[config.mk]
export PLATFORM = sky130hd
export DESIGN_NAME = soc_matrix_nios2_qsys_0_oci_dct_ctrl
export DESIGN_NICKNAME = d
export VERILOG_FILES = /design/src/rtl/soc_matrix_oci_dct_pkg.sv /design/src/rtl/soc_matrix_oci_dct_frame_reg.sv /design/src/rtl/soc_matrix_nios2_qsys_0_oci_dct_ctrl.sv
export SDC_FILE = /design/constraint.sdc
export NUM_CORES = 1
export LEC_CHECK = 0
export ABC_AREA = 1
export BUFFER_PORTS_ARGS = -buffer_cell sky130_fd_sc_hd__buf_2
export CAP_MARGIN = 30
export CORE_MARGIN = 2
export CORE_UTILIZATION = 50
export CTS_BUF_LIST = sky130_fd_sc_hd__clkbuf_8
export DETAILED_ROUTE_END_ITERATION = 8
export PLACE_DENSITY = 0.89
export RECOVER_POWER = 25
export SLEW_MARGIN = 20
export SYNTH_ARGS = -nofsm -noshare
export SYNTH_HDL_FRONTEND = slang
export SYNTH_SLANG_ARGS = --single-unit
[constraint.sdc]
create_clock -name clk -period 1.7 [get_ports clk]
set_clock_uncertainty 0.2 [all_clocks]
set_input_delay 0.17 -clock clk [delete_from_list [all_inputs] [get_ports clk]]
set_output_delay 0.17 -clock clk [all_outputs]
set_load 0.01 [all_outputs]
[src/rtl/soc_matrix_oci_dct_pkg.sv]
// Shared widths, FSM state type and frame payload for the OCI DCT sequencer.
// Contents: atom/buffer/count/frame widths, idle-counter width, state_e, frame_t.
package soc_matrix_oci_dct_pkg;

  localparam int unsigned ATOM_W  = 2;
  localparam int unsigned ATOMS   = 15;
  localparam int unsigned BUF_W   = 30;
  localparam int unsigned CNT_W   = 4;
  localparam int unsigned FRAME_W = 34;
  localparam int unsigned IDLE_W  = 10;

  typedef enum logic [1:0] {
    RUN,
    DRAIN,
    ENDED
  } state_e;

  // Frame payload as presented to the sink: {count, buffer}.
  typedef struct packed {
    logic [CNT_W-1:0] count;
    logic [BUF_W-1:0] data;
  } frame_t;

endpackage

[src/rtl/soc_matrix_oci_dct_frame_reg.sv]
// One-deep valid/ready holding register; a load may coincide with a pop.
// Ports: clk_i, rst_ni (async, active-low), load_i/frame_i (new frame),
//        ready_i (sink accepts), valid_o/frame_o (held frame).
module soc_matrix_oci_dct_frame_reg
  import soc_matrix_oci_dct_pkg::*;
(
  input  logic   clk_i,
  input  logic   rst_ni,
  input  logic   load_i,
  input  frame_t frame_i,
  input  logic   ready_i,
  output logic   valid_o,
  output frame_t frame_o
);

  logic   valid_q, valid_d;
  frame_t frame_q, frame_d;

  // Pop first, then let a load override so pop+load keeps valid high.
  always_comb begin
    valid_d = valid_q;
    frame_d = frame_q;
    if (valid_q && ready_i) valid_d = 1'b0;
    if (load_i) begin
      valid_d = 1'b1;
      frame_d = frame_i;
    end
  end

  always_ff @(posedge clk_i or negedge rst_ni) begin
    if (!rst_ni) begin
      valid_q <= 1'b0;
      frame_q <= '0;
    end else begin
      valid_q <= valid_d;
      frame_q <= frame_d;
    end
  end

  assign valid_o = valid_q;
  assign frame_o = frame_q;

endmodule

[src/rtl/soc_matrix_nios2_qsys_0_oci_dct_ctrl.sv]
// OCI data-capture-trace sequencer: packs 2-bit atoms LSB-first into a 30-bit
// buffer, hands full/flushed frames to a one-deep frame register, and drains
// everything before raising test_has_ended.
// Ports: clk, reset_n (async, active-low); atom_valid/atom_data/atom_ready;
//        flush_req; test_ending; dct_buffer/dct_count (live buffer);
//        frame_valid/frame_data/frame_ready (sink); test_has_ended (sticky).
// Optional: define OCI_DCT_TIMEOUT_EN to auto-flush a partial buffer after
//           TIMEOUT_CYCLES idle cycles.
module soc_matrix_nios2_qsys_0_oci_dct_ctrl
  import soc_matrix_oci_dct_pkg::*;
#(
  parameter int unsigned TIMEOUT_CYCLES = 64
) (
  input  logic               clk,
  input  logic               reset_n,
  input  logic               atom_valid,
  input  logic [ATOM_W-1:0]  atom_data,
  output logic               atom_ready,
  input  logic               flush_req,
  input  logic               test_ending,
  output logic [BUF_W-1:0]   dct_buffer,
  output logic [CNT_W-1:0]   dct_count,
  output logic               frame_valid,
  output logic [FRAME_W-1:0] frame_data,
  input  logic               frame_ready
  ,
  output logic               test_has_ended
);

  state_e             state_q, state_d;
  logic [BUF_W-1:0]   buf_q, buf_d;
  logic [CNT_W-1:0]   cnt_q, cnt_d;
  logic               flush_q, flush_d;
  logic               ready_q, ready_d;
  logic               ended_q, ended_d;

  logic               accept_c;
  logic               free_c;
  logic               xfer_c;
  logic               timeout_c;
  frame_t             frame_q;

  // Frame register counts as free when it is being popped this cycle.
  assign accept_c = atom_valid && ready_q;
  assign free_c   = !frame_valid || frame_ready;
  assign xfer_c   = (cnt_q == CNT_W'(ATOMS) || flush_q) && (cnt_q != '0) && free_c;

`ifdef OCI_DCT_TIMEOUT_EN
  logic [IDLE_W-1:0] idle_q, idle_d;
  logic              idle_hit_c;

  // Idle counter only runs while a partial buffer sits untouched.
  always_comb begin
    idle_hit_c = (idle_q == IDLE_W'(TIMEOUT_CYCLES - 1));
    timeout_c  = (cnt_q != '0) && !accept_c && !xfer_c && idle_hit_c;
    idle_d     = idle_q + IDLE_W'(1);
    if (accept_c || xfer_c || cnt_q == '0 || idle_hit_c) idle_d = '0;
  end

  always_ff @(posedge clk or negedge reset_n) begin
    if (!reset_n) idle_q <= '0;
    else          idle_q <= idle_d;
  end
`else
  logic unused_timeout;
  assign timeout_c      = 1'b0;
  assign unused_timeout = ^TIMEOUT_CYCLES;
`endif

  // Next-state and registered-output logic.
  always_comb begin
    state_d = state_q;
    buf_d   = buf_q;
    cnt_d   = cnt_q;
    flush_d = 1'b0;
    ready_d = 1'b0;
    ended_d = 1'b0;

    if (xfer_c) begin
      buf_d = '0;
      cnt_d = '0;
    end else if (accept_c) begin
      buf_d = buf_q | (BUF_W'(atom_data) << {cnt_q, 1'b0});
      cnt_d = cnt_q + CNT_W'(1);
    end

    // A pending flush with an empty buffer simply retires.
    flush_d = (flush_q && !xfer_c && cnt_q != '0) ||
              ((state_q != ENDED) &&
               (flush_req || (state_q == RUN && test_ending) || timeout_c));

    case (state_q)
      RUN:   if (test_ending) state_d = DRAIN;
      DRAIN: if (cnt_q == '0 && !flush_q && free_c) state_d = ENDED;
      ENDED: state_d = ENDED;
      default: state_d = RUN;
    endcase

    ready_d = (state_d == RUN) && (cnt_d != CNT_W'(ATOMS)) && !flush_d;
    ended_d = (state_d == ENDED);
  end

  always_ff @(posedge clk or negedge reset_n) begin
    if (!reset_n) begin
      state_q <= RUN;
      buf_q   <= '0;
      cnt_q   <= '0;
      flush_q <= 1'b0;
      ready_q <= 1'b0;
      ended_q <= 1'b0;
    end else begin
      state_q <= state_d;
      buf_q   <= buf_d;
      cnt_q   <= cnt_d;
      flush_q <= flush_d;
      ready_q <= ready_d;
      ended_q <= ended_d;
    end
  end

  soc_matrix_oci_dct_frame_reg u_frame_reg (
    .clk_i   (clk),
    .rst_ni  (reset_n),
    .load_i  (xfer_c),
    .frame_i ('{count: cnt_q, data: buf_q}),
    .ready_i (frame_ready),
    .valid_o (frame_valid),
    .frame_o (frame_q)
  );

  assign frame_data     = frame_q;
  assign atom_ready     = ready_q;
  assign dct_buffer     = buf_q;
  assign dct_count      = cnt_q;
  assign test_has_ended = ended_q;

endmodule

==> reports/qor.txt <==
run status - finished with violations
violated checks - setup timing
source-to-sink clock delay at the later pin of the worst-skew pair - 0.35 ns
Post-Syn Area per Cell - 8.67 sq um
cell leakage power - 2.58 nW
sum of routed wire length over all layers - 8.55 mm
post-synthesis cell count - 368
fraction of synthesized cell area taken by the top area cell type - 58.0%
CP required - 1.74 ns
unique cell type count in the Yosys netlist - 18
Tightest Pin Transition - 0.899 ns
worst rel slew slack - 40.1%
cell accounting for the most synthesized area - sky130_fd_sc_hd__dfrtp_1
top area cells in the synthesized netlist - sky130_fd_sc_hd__dfrtp_1 (58%), sky130_fd_sc_hd__nand2_1 (12%), sky130_fd_sc_hd__inv_1 (9.3%)
accumulated negative setup slack - -0.0269 ns
Pwr Density - 1390 mW/mm^2
CTS tree - yes
overall fraction of global-route tracks in use - 22.2%
setup repair after global routing missed its margin - yes
1st-iter DRT viols - 259
worst path arrival time - 1.75 ns
Via density - 5.09
sum of net half-perimeters after detailed placement - 5.25 mm
startpoint of the lowest-slack register-to-register path - dct_count[1]$_DFF_PN0_
number of antenna violations at the first check in global routing - 0
input/output buffers - 78
number of setup violations in the final report - 6
startpoint of the worst setup timing path - dct_count[1]$_DFF_PN0_
largest net degree at the start of global routing - 44
Synth top cells by count - sky130_fd_sc_hd__nand2_1 (101), sky130_fd_sc_hd__inv_1 (79), sky130_fd_sc_hd__dfrtp_1 (74)
mean routed wirelength per cell - 15.3 microns
layout cell share with drive strength beyond 1 - 40.2%
post-layout net count - 485
number of endpoints with negative hold slack in the final report - 0
worst hold path depth - 5
synthesized cell area - 0.00319 sq mm
vias in the first global route - 2563
Area growth syn-to-layout - 38.6%
Starting Density - 50.8%
Die Footprint - 0.00704 sq mm
reg2reg setup slack - -0.008 ns
Rows - 29
worst vdd ir - 1.00 mV
final critical delay including setup and external delays - 1.71 ns
weighted congestion reported at the end of routability-driven placement - 0.902
clock buffer count from CTS - 9
Async SR Flop Fraction - 100%
global route overflow - 0
Antenna Diode Count - 0
Worst Path Max Fanout - 7
vertical die dimension - 83.9 microns
iteration count of the initial detailed-routing pass - 5
Finished Layout Cells - 557
main flop type after synthesis - sky130_fd_sc_hd__dfrtp_1
post-synthesis net count - 378
area inside the core boundary - 0.00628 sq mm
WS Path Type - reg2reg
post-route worst setup slack - -0.00847 ns
terminating pin of the worst hold path - flush_q$_DFF_PN0_
top-level port count - 79
number of sinks handled by clock tree synthesis - 74
Final Cycle Share - 100%
remaining antenna violation count - 0
clock edge transition at the registers on the reported setup and hold paths - 0.07 ns
number of flops mapped to enable cells by yosys - 0
FILL cells - 464
buffers from clock root to sink, at most - 2
die width - 83.9 microns
root buffer selected by CTS - sky130_fd_sc_hd__clkbuf_8
sequential element share of the synthesized area - 58.0%
total placed cells including tap cells - 521
number of warnings printed during yosys synthesis - 0
type of the tightest min-delay check - in2reg
Remaining DRCs - 0
footprint of the multi-input gates - 0.00114 sq mm
hold wc startpoint - test_ending
number of max-cap violations - 0
H-Tree Depth - 3
Highest Clock Rate - 0.585 GHz
crit path capture type - register
final max-slew violation count - 0
wire length of the first global-routing pass - 12.2 mm
total via count in the routed design - 2834
flip-flop and latch area - 0.00185 sq mm
post-synthesis register bit count - 74
leading cell type by number of instances after synthesis - sky130_fd_sc_hd__nand2_1
Reg2Reg Depth - 8
worst reg2reg endpoint - u_frame_reg.frame_o[13]$_DFFE_PN0N_
nature of the critical path startpoint - register
[worst max path at each step]
stage          cells past startpoint                                   to  slack (ns)
6_report                           8  u_frame_reg.frame_o[13]$_DFFE_PN0N_      -0.008
5_1_grt                            6                 atom_ready$_DFF_PN0_       -0.08
4_1_cts                            6  u_frame_reg.frame_o[33]$_DFFE_PN0N_        0.04
3_5_place_dp                       6  u_frame_reg.frame_o[33]$_DFFE_PN0N_        0.04
3_3_place_gp                       6  u_frame_reg.frame_o[33]$_DFFE_PN0N_        0.12
2_1_floorplan                      8  u_frame_reg.frame_o[10]$_DFFE_PN0N_        0.03
[layout make-up]
type	instances	share of cell area, %
Tap cell	77	2.18
Clock buffer	11	3.42
Timing Repair Buffer	109	18.6
Clock inverter	5	1.19
Multi-Input combinational cell	201	25.8
Sequential cell	74	41.9
Inverter	80	6.84
[sequential cells by signal (all words and copies together) (netlist names)]
register / count
state_q: 2
flush_q: 1
atom_ready: 1
u_frame_reg.frame_o: 34
dct_buffer: 30
dct_count: 4
test_has_ended: 1
u_frame_reg.valid_o: 1
[layer usage]
metal / GRT usage [%] / wire [microns]
met5: 0 / 0
met4: 11.1 / 216
met3: 6.03 / 606
met2: 33.4 / 4150
met1: 29.8 / 3580
[cell usage in the layout (no fill, tap or decap), drive strengths merged]
| cell | netlist | final |
|---|---|---|
| clkinv | 0 | 3 |
| clkinvlp | 0 | 1 |
| bufinv | 0 | 1 |
| nand3b | 1 | 1 |
| o21ai | 67 | 67 |
| dlygate4sd3 | 0 | 5 |
| nor3 | 3 | 3 |
| ha | 2 | 2 |
| nand2 | 101 | 101 |
| buf | 11 | 97 |
| nand3 | 10 | 11 |
| clkbuf | 3 | 18 |
| nor2 | 14 | 14 |
| inv | 80 | 80 |
| a21oi | 2 | 2 |
| dfrtp | 74 | 74 |
[report_power, final]
| part | switching [mW] | internal (mW) |
|---|---|---|
| Combinational | 1.46 | 1.15 |
| Sequential | 0.169 | 1.97 |
| Clock | 0.654 | 0.750 |
[critical path, cell delays in order, from the launching register on]
cell and delay, ns:
sky130_fd_sc_hd__dfrtp_1 0.40, sky130_fd_sc_hd__ha_2 0.23, sky130_fd_sc_hd__nand3_2 0.09, sky130_fd_sc_hd__nand2_2 0.12
sky130_fd_sc_hd__nand3_4 0.11, sky130_fd_sc_hd__clkbuf_16 0.20, sky130_fd_sc_hd__clkbuf_16 0.16, sky130_fd_sc_hd__nand2_2 0.05
sky130_fd_sc_hd__o21ai_2 0.05
[logic make-up (layout without fill, tap and decap cells)]
logic type / Yosys count / in the layout / share of synthesized area [%]
and+or+nand+nor: 129 / 130 / 16.1
buffers and inverters: 94 / 205 / 13.1
DFF: 74 / 74 / 58.0
AOI/OAI and AO/OA: 69 / 69 / 12.0
adders and majority gates: 2 / 2 / 0.784
[what timing repair did]
item	CTS	global route
resized for setup	0	87
setup endpoints to repair	0	64
hold buffers	5	0
hold endpoints to repair	76	0
setup buffers	0	3
[through the flow]
stage | area (sq um) | util (%) | hold WS (ns) | worst slack, ns | total power, mW
3_3_place_gp | 3700 | 59.0 | -0.164 | 0.124 | 3.62
3_5_place_dp | 3700 | 59.0 | -0.160 | 0.0422 | 3.68
2_1_floorplan | 3190 | - | -0.326 | 0.0262 | 3.22
4_1_cts | 3960 | 63.0 | 0.00308 | 0.0433 | 5.08
6_report | 4420 | 70.5 | 0.0120 | -0.00847 | 6.16
5_1_grt | 4420 | 70.5 | 0.0549 | -0.0848 | 6.48
Note: power is estimated with default switching activity, not from simulation.
